<file path="src/rtl/psram_bus_adapter.sv">
// psram_bus_adapter: queues 64-bit SoC bus requests and runs them one at a
// time through the PSRAM core handshake, swapping byte lanes between the
// little-endian bus and the core's MSB-first shifters.
module psram_bus_adapter #(
    parameter int          REQ_DEPTH = 2,
    parameter logic [31:0] ADDR_MASK = 32'h00FF_FFFF
) (
    input  logic        clk_i,
    input  logic        rst_n_i,
    input  logic        cfg_en_i,
    input  logic        mem_valid_i,
    output logic        mem_ready_o,
    input  logic        mem_we_i,
    input  logic [31:0] mem_addr_i,
    input  logic [63:0] mem_wdata_i,
    input  logic [7:0]  mem_wstrb_i,
    output logic        mem_rvalid_o,
    input  logic        mem_rready_i,
    output logic [63:0] mem_rdata_o,
    output logic        mem_err_o,
    output logic        xfer_valid_o,
    output logic        xfer_rdwr_o,
    input  logic        xfer_ready_i,
    input  logic        xfer_done_i,
    output logic [31:0] bus_addr_o,
    output logic [63:0] bus_wr_data_o,
    output logic [7:0]  bus_wr_mask_o,
    input  logic [63:0] bus_rd_data_i
);

    localparam int PW = $clog2(REQ_DEPTH);

    // Address bits [2:0] are never stored, so only the dword address is queued.
    typedef struct packed {
        logic        we;
        logic [28:0] addr;
        logic [63:0] wdata;
        logic [7:0]  wstrb;
    } req_t;

    typedef enum logic [1:0] {IDLE, ISSUE, WAIT, RESP} state_t;

    // Byte lane i of the bus maps to the most-significant-first byte i on the core.
    function automatic logic [63:0] swap_lanes(input logic [63:0] d);
        logic [63:0] r;
        r = '0;
        for (int i = 0; i < 8; i++) r[63-8*i -: 8] = d[8*i +: 8];
        return r;
    endfunction

    function automatic logic [7:0] rev_mask(input logic [7:0] m);
        logic [7:0] r;
        r = '0;
        for (int i = 0; i < 8; i++) r[7-i] = m[i];
        return r;
    endfunction

    req_t        fifo_mem [REQ_DEPTH];
    logic [PW:0] wr_ptr, rd_ptr;
    logic        full, empty, push, pop;
    req_t        head;

    state_t      state, state_nxt;

    logic        xfer_valid_q, rvalid_q, rdwr_q, err_q;
    logic [31:0] addr_q;
    logic [63:0] wdata_q, rdata_q;
    logic [7:0]  mask_q;

    logic        unused_addr_bits;
    assign unused_addr_bits = ^mem_addr_i[2:0];

    // Extra pointer bit distinguishes full from empty when the indices match.
    assign full  = (wr_ptr[PW] != rd_ptr[PW]) && (wr_ptr[PW-1:0] == rd_ptr[PW-1:0]);
    assign empty = (wr_ptr == rd_ptr);
    assign push  = mem_valid_i && !full;
    assign head  = fifo_mem[rd_ptr[PW-1:0]];

    // Request FIFO storage and pointers; ready reflects pre-pop occupancy.
    always_ff @(posedge clk_i) begin
        if (!rst_n_i) begin
            wr_ptr <= '0;
            rd_ptr <= '0;
        end else begin
            if (push) begin
                fifo_mem[wr_ptr[PW-1:0]] <= '{we: mem_we_i, addr: mem_addr_i[31:3],
                                              wdata: mem_wdata_i, wstrb: mem_wstrb_i};
                wr_ptr <= wr_ptr + 1'b1;
            end
            if (pop) rd_ptr <= rd_ptr + 1'b1;
        end
    end

    // FSM state register.
    always_ff @(posedge clk_i) begin
        if (!rst_n_i) state <= IDLE;
        else          state <= state_nxt;
    end

    // Next state and pop decision; a head that cannot issue yet stays queued.
    always_comb begin
        state_nxt = state;
        pop       = 1'b0;
        case (state)
            IDLE: begin
                if (!empty) begin
                    if (!cfg_en_i || (head.we && head.wstrb == 8'h00)) begin
                        pop       = 1'b1;
                        state_nxt = RESP;
                    end else if (xfer_ready_i) begin
                        pop       = 1'b1;
                        state_nxt = ISSUE;
                    end
                end
            end
            ISSUE:   if (!xfer_ready_i) state_nxt = WAIT;
            WAIT:    if (xfer_done_i)   state_nxt = RESP;
            RESP:    if (mem_rready_i)  state_nxt = IDLE;
            default: state_nxt = IDLE;
        endcase
    end

    // Command holding registers, response registers and registered strobes.
    always_ff @(posedge clk_i) begin
        if (!rst_n_i) begin
            xfer_valid_q <= 1'b0;
            rvalid_q     <= 1'b0;
            rdwr_q       <= 1'b0;
            addr_q       <= '0;
            wdata_q      <= '0;
            mask_q       <= 8'hFF;
            rdata_q      <= '0;
            err_q        <= 1'b0;
        end else begin
            xfer_valid_q <= (state_nxt == ISSUE);
            rvalid_q     <= (state_nxt == RESP);
            if (pop) begin
                rdwr_q  <= ~head.we;
                addr_q  <= {head.addr & ADDR_MASK[31:3], 3'b000};
                wdata_q <= swap_lanes(head.wdata);
                mask_q  <= head.we ? rev_mask(head.wstrb) : 8'hFF;
                // Bypassed requests respond with these; issued ones overwrite on done.
                rdata_q <= '0;
                err_q   <= ~cfg_en_i;
            end else if (state == WAIT && xfer_done_i) begin
                rdata_q <= rdwr_q ? swap_lanes(bus_rd_data_i) : 64'h0;
                err_q   <= 1'b0;
            end
        end
    end

    assign mem_ready_o   = !full;
    assign mem_rvalid_o  = rvalid_q;
    assign mem_rdata_o   = rdata_q;
    assign mem_err_o     = err_q;
    assign xfer_valid_o  = xfer_valid_q;
    assign xfer_rdwr_o   = rdwr_q;
    assign bus_addr_o    = addr_q;
    assign bus_wr_data_o = wdata_q;
    assign bus_wr_mask_o = mask_q;

endmodule

</file>
<file path="config.mk">
export PLATFORM = sky130hd
export DESIGN_NAME = psram_bus_adapter
export DESIGN_NICKNAME = d
export VERILOG_FILES = /design/src/rtl/psram_bus_adapter.sv
export SDC_FILE = /design/constraint.sdc
export NUM_CORES = 1
export LEC_CHECK = 0
export CORE_MARGIN = 5
export CORE_UTILIZATION = 44
export DETAILED_ROUTE_END_ITERATION = 12
export PLACE_DENSITY = 0.74
export SKIP_LAST_GASP = 1
export SLEW_MARGIN = 40
export SYNTH_ARGS = -nofsm -noshare
export SYNTH_HDL_FRONTEND = slang
export SYNTH_SLANG_ARGS = --single-unit
</file>
<file path="constraint.sdc">
create_clock -name clk_i -period 6.4 [get_ports clk_i]
set_input_delay 0.96 -clock clk_i [delete_from_list [all_inputs] [get_ports clk_i]]
set_output_delay 0.96 -clock clk_i [all_outputs]
set_load 0.02 [all_outputs]
</file>
Word-level counts from Yosys, hierarchy flattened
Memory sizes are Yosys's and may differ from the RTL's. A register that Yosys moved wholly into a read port is not among the register bits.
Index checks and enable logic that the tools add are counted.
Word-level totals
  input port bits: 176
  RAM bits: 204
  logic and storage cells: 56
  memories kept: 1
  bits in registers: 167
Cells by class
  bitwise logic cells: 3
  equal/unequal tests: 8
  reductions and logical operators: 11
  add/subtract/negate cells: 2
  mux-type cells: 20
Memory list
  fifo_mem: depth 2, bits a word 102, read ports 1, clocked after Yosys merged registers in 1, wr ports 1, RTL line 58  | req_t fifo_mem [REQ_DEPTH];
Operators with widths (number)
  $mux 64: 1
  $mux 2: 6
  $mux 1: 11
  $logic_not 8->1: 1
  $mux 8: 1
  $pmux 2 s4: 1
  $eq 2x2->1 const B: 3
  $add 2x1->2 const B: 2
  $eq 2x1->1 const B: 2
  $logic_and 1x1->1: 4
  $not 1->1: 3
  $eq 2x2->1: 1
  $logic_not 1->1: 2
  $logic_not 2->1: 1
  $reduce_bool 2->1: 1
  $reduce_or 2->1: 1
  $eq 1x1->1: 1
  $logic_or 1x1->1: 1
  $ne 1x1->1: 1

Logic depth before layout (Yosys ltp)
  depth after elaboration: 8
  gate-level depth with buffers: 7
  depth with buffers taken out: 5

Worst setup path before layout
Ideal clock, no wire load.
  kind: in2reg
  start point: input port rst_n_i
  end point: memory fifo_mem[0][0] (netlist name), enable pin
  setup slack: 0.070 ns
  arrival: 5.783 ns
  data required time: 5.853 ns
  path buffers: 3
  stages on the path: 5
  cell sequence: clkbuf_1 -> clkbuf_1 -> clkbuf_1 -> nand2_1 -> nor2_1
Between the ends
  longest elaborated chain between the ends: 2
Ends and longest elaborated chain
  start: declaration: RTL line 9  | input logic rst_n_i,
  $mux 1: RTL line 81  | if (!rst_n_i) begin
  $mux 1 (implied by the code): RTL line 86  | fifo_mem[wr_ptr[PW-1:0]] <= '{we: mem_we_i, addr: mem_addr_i[31:3],
  end: declaration: RTL line 58
Every way passes these cells.

Worst setup path in the final report
  start point: register wr_ptr[0]
  end point: output port mem_ready_o
Between the ends
  longest elaborated chain between the ends: 3
Ends and longest elaborated chain
  start: declaration: RTL line 59  | logic [PW:0] wr_ptr, rd_ptr;
  start signal: assignment: RTL line 88  | wr_ptr <= wr_ptr + 1'b1;
  $eq 1x1->1: RTL line 74  | assign full = (wr_ptr[PW] != rd_ptr[PW]) && (wr_ptr[PW-1:0] == rd_ptr[PW-1:0]);
  $logic_and 1x1->1: RTL line 74
  $logic_not 1->1: RTL line 152  | assign mem_ready_o = !full;
  end: declaration: RTL line 12  | output logic mem_ready_o,
Every way passes these cells.

==> results.cfg <==
[clock_tree]
cts-buffers-inserted = 37
holdBufCountCts = 0
clock_path_buffers = 3
cts_root_buffer = clkbuf_16
htreeDepth = 2
cts_resized = 0
clkSlewWorstSetupHoldPaths_ps = 60
post_cts_buffers = 0
cts_tree = yes
clk_latency_ps = 520
cts.sinks = 356

[yosys]
synth_ff_type = edfxtp_1
synth_cell_types = 43
synth_area_leaders = edfxtp_1 43%, dfxtp_1 26%, mux2i_1 6.6%, o211a_1 6.5%, nand3_1 5.8%
synth_top_area_cell = edfxtp_1
async_reset_ff_share_pct = 0
synth_seq_cells = 356
syn_area_mm2 = 0.0131
yosys_warnings = 0
synth_cells = 990
synth.avg_cell_area_um2 = 13.2
ys_seq_area_share_pct = 68.8
synth.top_cell.area_share_pct = 43.1
synth_edf_count = 188

[min_path]
hp-class = flop to flop
holdPathStages = 2

[placement]
gp_congestion = 0.861
port_buffers = 326
placed_cell_area_mm2 = 0.0167
dp.final_hpwl_um = 21800

[timing]
period_share_pct = 46.3
fmax_ghz = 0.337
setup-tns-final_ps = 0
finalSetupViolCount = 0
finalMaxSlewViolations = 0
rsz0062_at_grt = no
finClkSkew_ps = 13.0
slew_headroom_pct = 45.2
hold_violations = 0
period_minus_slack_ps = 2970
worst_pin_slew_ps = 822

[global_routing]
grt_pass1_vias = 9257
grtUsageTotal_pct = 19.3
grt_max_degree = 66
overflow = 0
antenna_found_initial = 1
grt_first_pass_wirelength_um = 51400

[route]
postRouteAntennaNets = 0
drt-pass1-iter-count = 4
drc_errors = 0
wl_per_cell_um = 19.6
vias_per_cell = 5.35
vias = 9180
wirelength_um = 33700
drtIter0Drc = 435

[floorplanning]
rows = 63
pin_count = 349
die_w_um = 183
start_util_pct = 44.4
die_h_um = 183
dieArea_mm2 = 0.0333
core_area_mm2 = 0.0295

[power]
leakagePower_nw = 6.79
p_per_area_mw_per_mm2 = 448
p_total_mw = 8.02
peakVddDrop_mv = 0.328

[finish]
fillCellCount = 2282
drive_above_1_share_pct = 6.50
area_growth_syn_to_layout_pct = 36.6
fin_util_pct = 60.7
nNetsFinal = 1471
post-route-cell-area_mm2 = 0.0179

[critical_path]
r2r_cells = 7
worstPathMaxFanout = 5
critical_path_class = flop to output pin
startpoint_type = flop
worstPathArrival_ps = 2010
cp-end-kind = output pin
rrSetupSlack_ps = 3480
cp.required_ps = 5440

[status]
status = finished clean

[flow_run]
max_cap_viol_count = 0
-- layout by cell type (no fill, tap or decap), types with 3 or more instances in the layout --
cell type        count
clkbuf_8             4
clkinv_2             5
nand3_1            151
inv_1                3
edfxtp_1           188
nor2b_1              9
a211oi_1             7
nand2_1             71
buf_4               14
o211a_1             85
buf_12               3
xnor2_1              3
clkbuf_1            13
clkbuf_16           39
clkdlybuf4s50_1    325
o21ai_0             11
clkinv_1             3
nor2_4               3
dfxtp_1            166
a21oi_1             72
conb_1              11
a21o_1               7
mux2i_1             86
nor2_1               8
-- through the flow --
stage	instances	hold slack (ps)	setup WS (ps)
6_report	1715	450	3430
5_1_grt	1714	467	3300
4_1_cts	1714	451	3400
3_5_place_dp	1646	443	2970
3_3_place_gp	1641	434	2660
2_1_floorplan	1000	488	69.5
-- kinds of logic after synthesis --
family	after synthesis	synth area share, %
xor+xnor	5	0.334
buf+inv	91	3.43
simple gates	255	9.31
compound gates	196	11.6
other cells	1	0.0286
flops	356	68.8
mux	86	6.57
-- per-layer routing --
metal / wire (um) / global-route usage, %
met5: 16 / 0
met4: 1030 / 6.30
met3: 3190 / 6.58
met2: 16700 / 33.6
met1: 12800 / 22.3
-- worst paths after layout --
kind | startpoint | endpoint
max | wr_ptr[0]$_SDFFE_PN0P_ | mem_ready_o
min | mem_rdata_o[39]$_SDFFE_PP0P_ | mem_rdata_o[39]$_SDFFE_PP0P_
max reg2reg | flop | xfer_rdwr_o$_SDFFE_PN0P_
min reg2reg | mem_rdata_o[39]$_SDFFE_PP0P_ | mem_rdata_o[39]$_SDFFE_PP0P_
-- sequential cells by signal, indices dropped and copies added (netlist names), named ones only --
register	cells
bus_addr_o	21
rd_ptr	2
mem_rvalid_o	1
fifo_mem	188
state	2
wr_ptr	2
bus_wr_data_o	64
mem_err_o	1
xfer_valid_o	1
mem_rdata_o	64
bus_wr_mask_o	8
xfer_rdwr_o	1
-- cells in the mapped netlist, types with 2 or more instances --
| library cell | instances |
|---|---|
| a211oi_1 | 7 |
| a21boi_0 | 2 |
| a21o_1 | 7 |
| a21oi_1 | 72 |
| buf_1 | 6 |
| buf_2 | 29 |
| buf_4 | 19 |
| clkbuf_1 | 34 |
| dfxtp_1 | 168 |
| edfxtp_1 | 188 |
| inv_1 | 3 |
| mux2i_1 | 86 |
| nand2_1 | 71 |
| nand3_1 | 151 |
| nor2_1 | 10 |
| nor2b_1 | 9 |
| nor3_1 | 2 |
| nor4_1 | 2 |
| o211a_1 | 85 |
| o21a_1 | 2 |
| o21ai_0 | 11 |
| o21ai_4 | 2 |
| xnor2_1 | 3 |
| xor2_1 | 2 |
-- critical path, cell delays in order, from the launching register on --
cell and delay, ps:
dfxtp_1 380, xnor2_1 420, nand2_1 130, clkdlybuf4s50_1 570
-- final cells by class --
cell class	instances	area [um2]	share of cell area, %
Sequential cell	356	9010	50.4
Multi-Input combinational cell	553	3710	20.8
Timing Repair Buffer	344	3470	19.4
Clock buffer	56	1080	6.03
Tap cell	390	488	2.73
Clock inverter	12	113	0.629
Inverter	3	11.3	0.0629
Antenna cell	1	2.50	0.0140
-- power breakdown --
group	leakage [nW]	switching, mW	total (mW)	internal (mW)
sequential	3.10	0.263	3.13	2.86
clock	0.582	0.840	2.09	1.25
combinational	3.11	1.59	2.81	1.22
total	6.79	2.69	8.02	5.33
No activity file was read; power rests on OpenSTA's default activity.
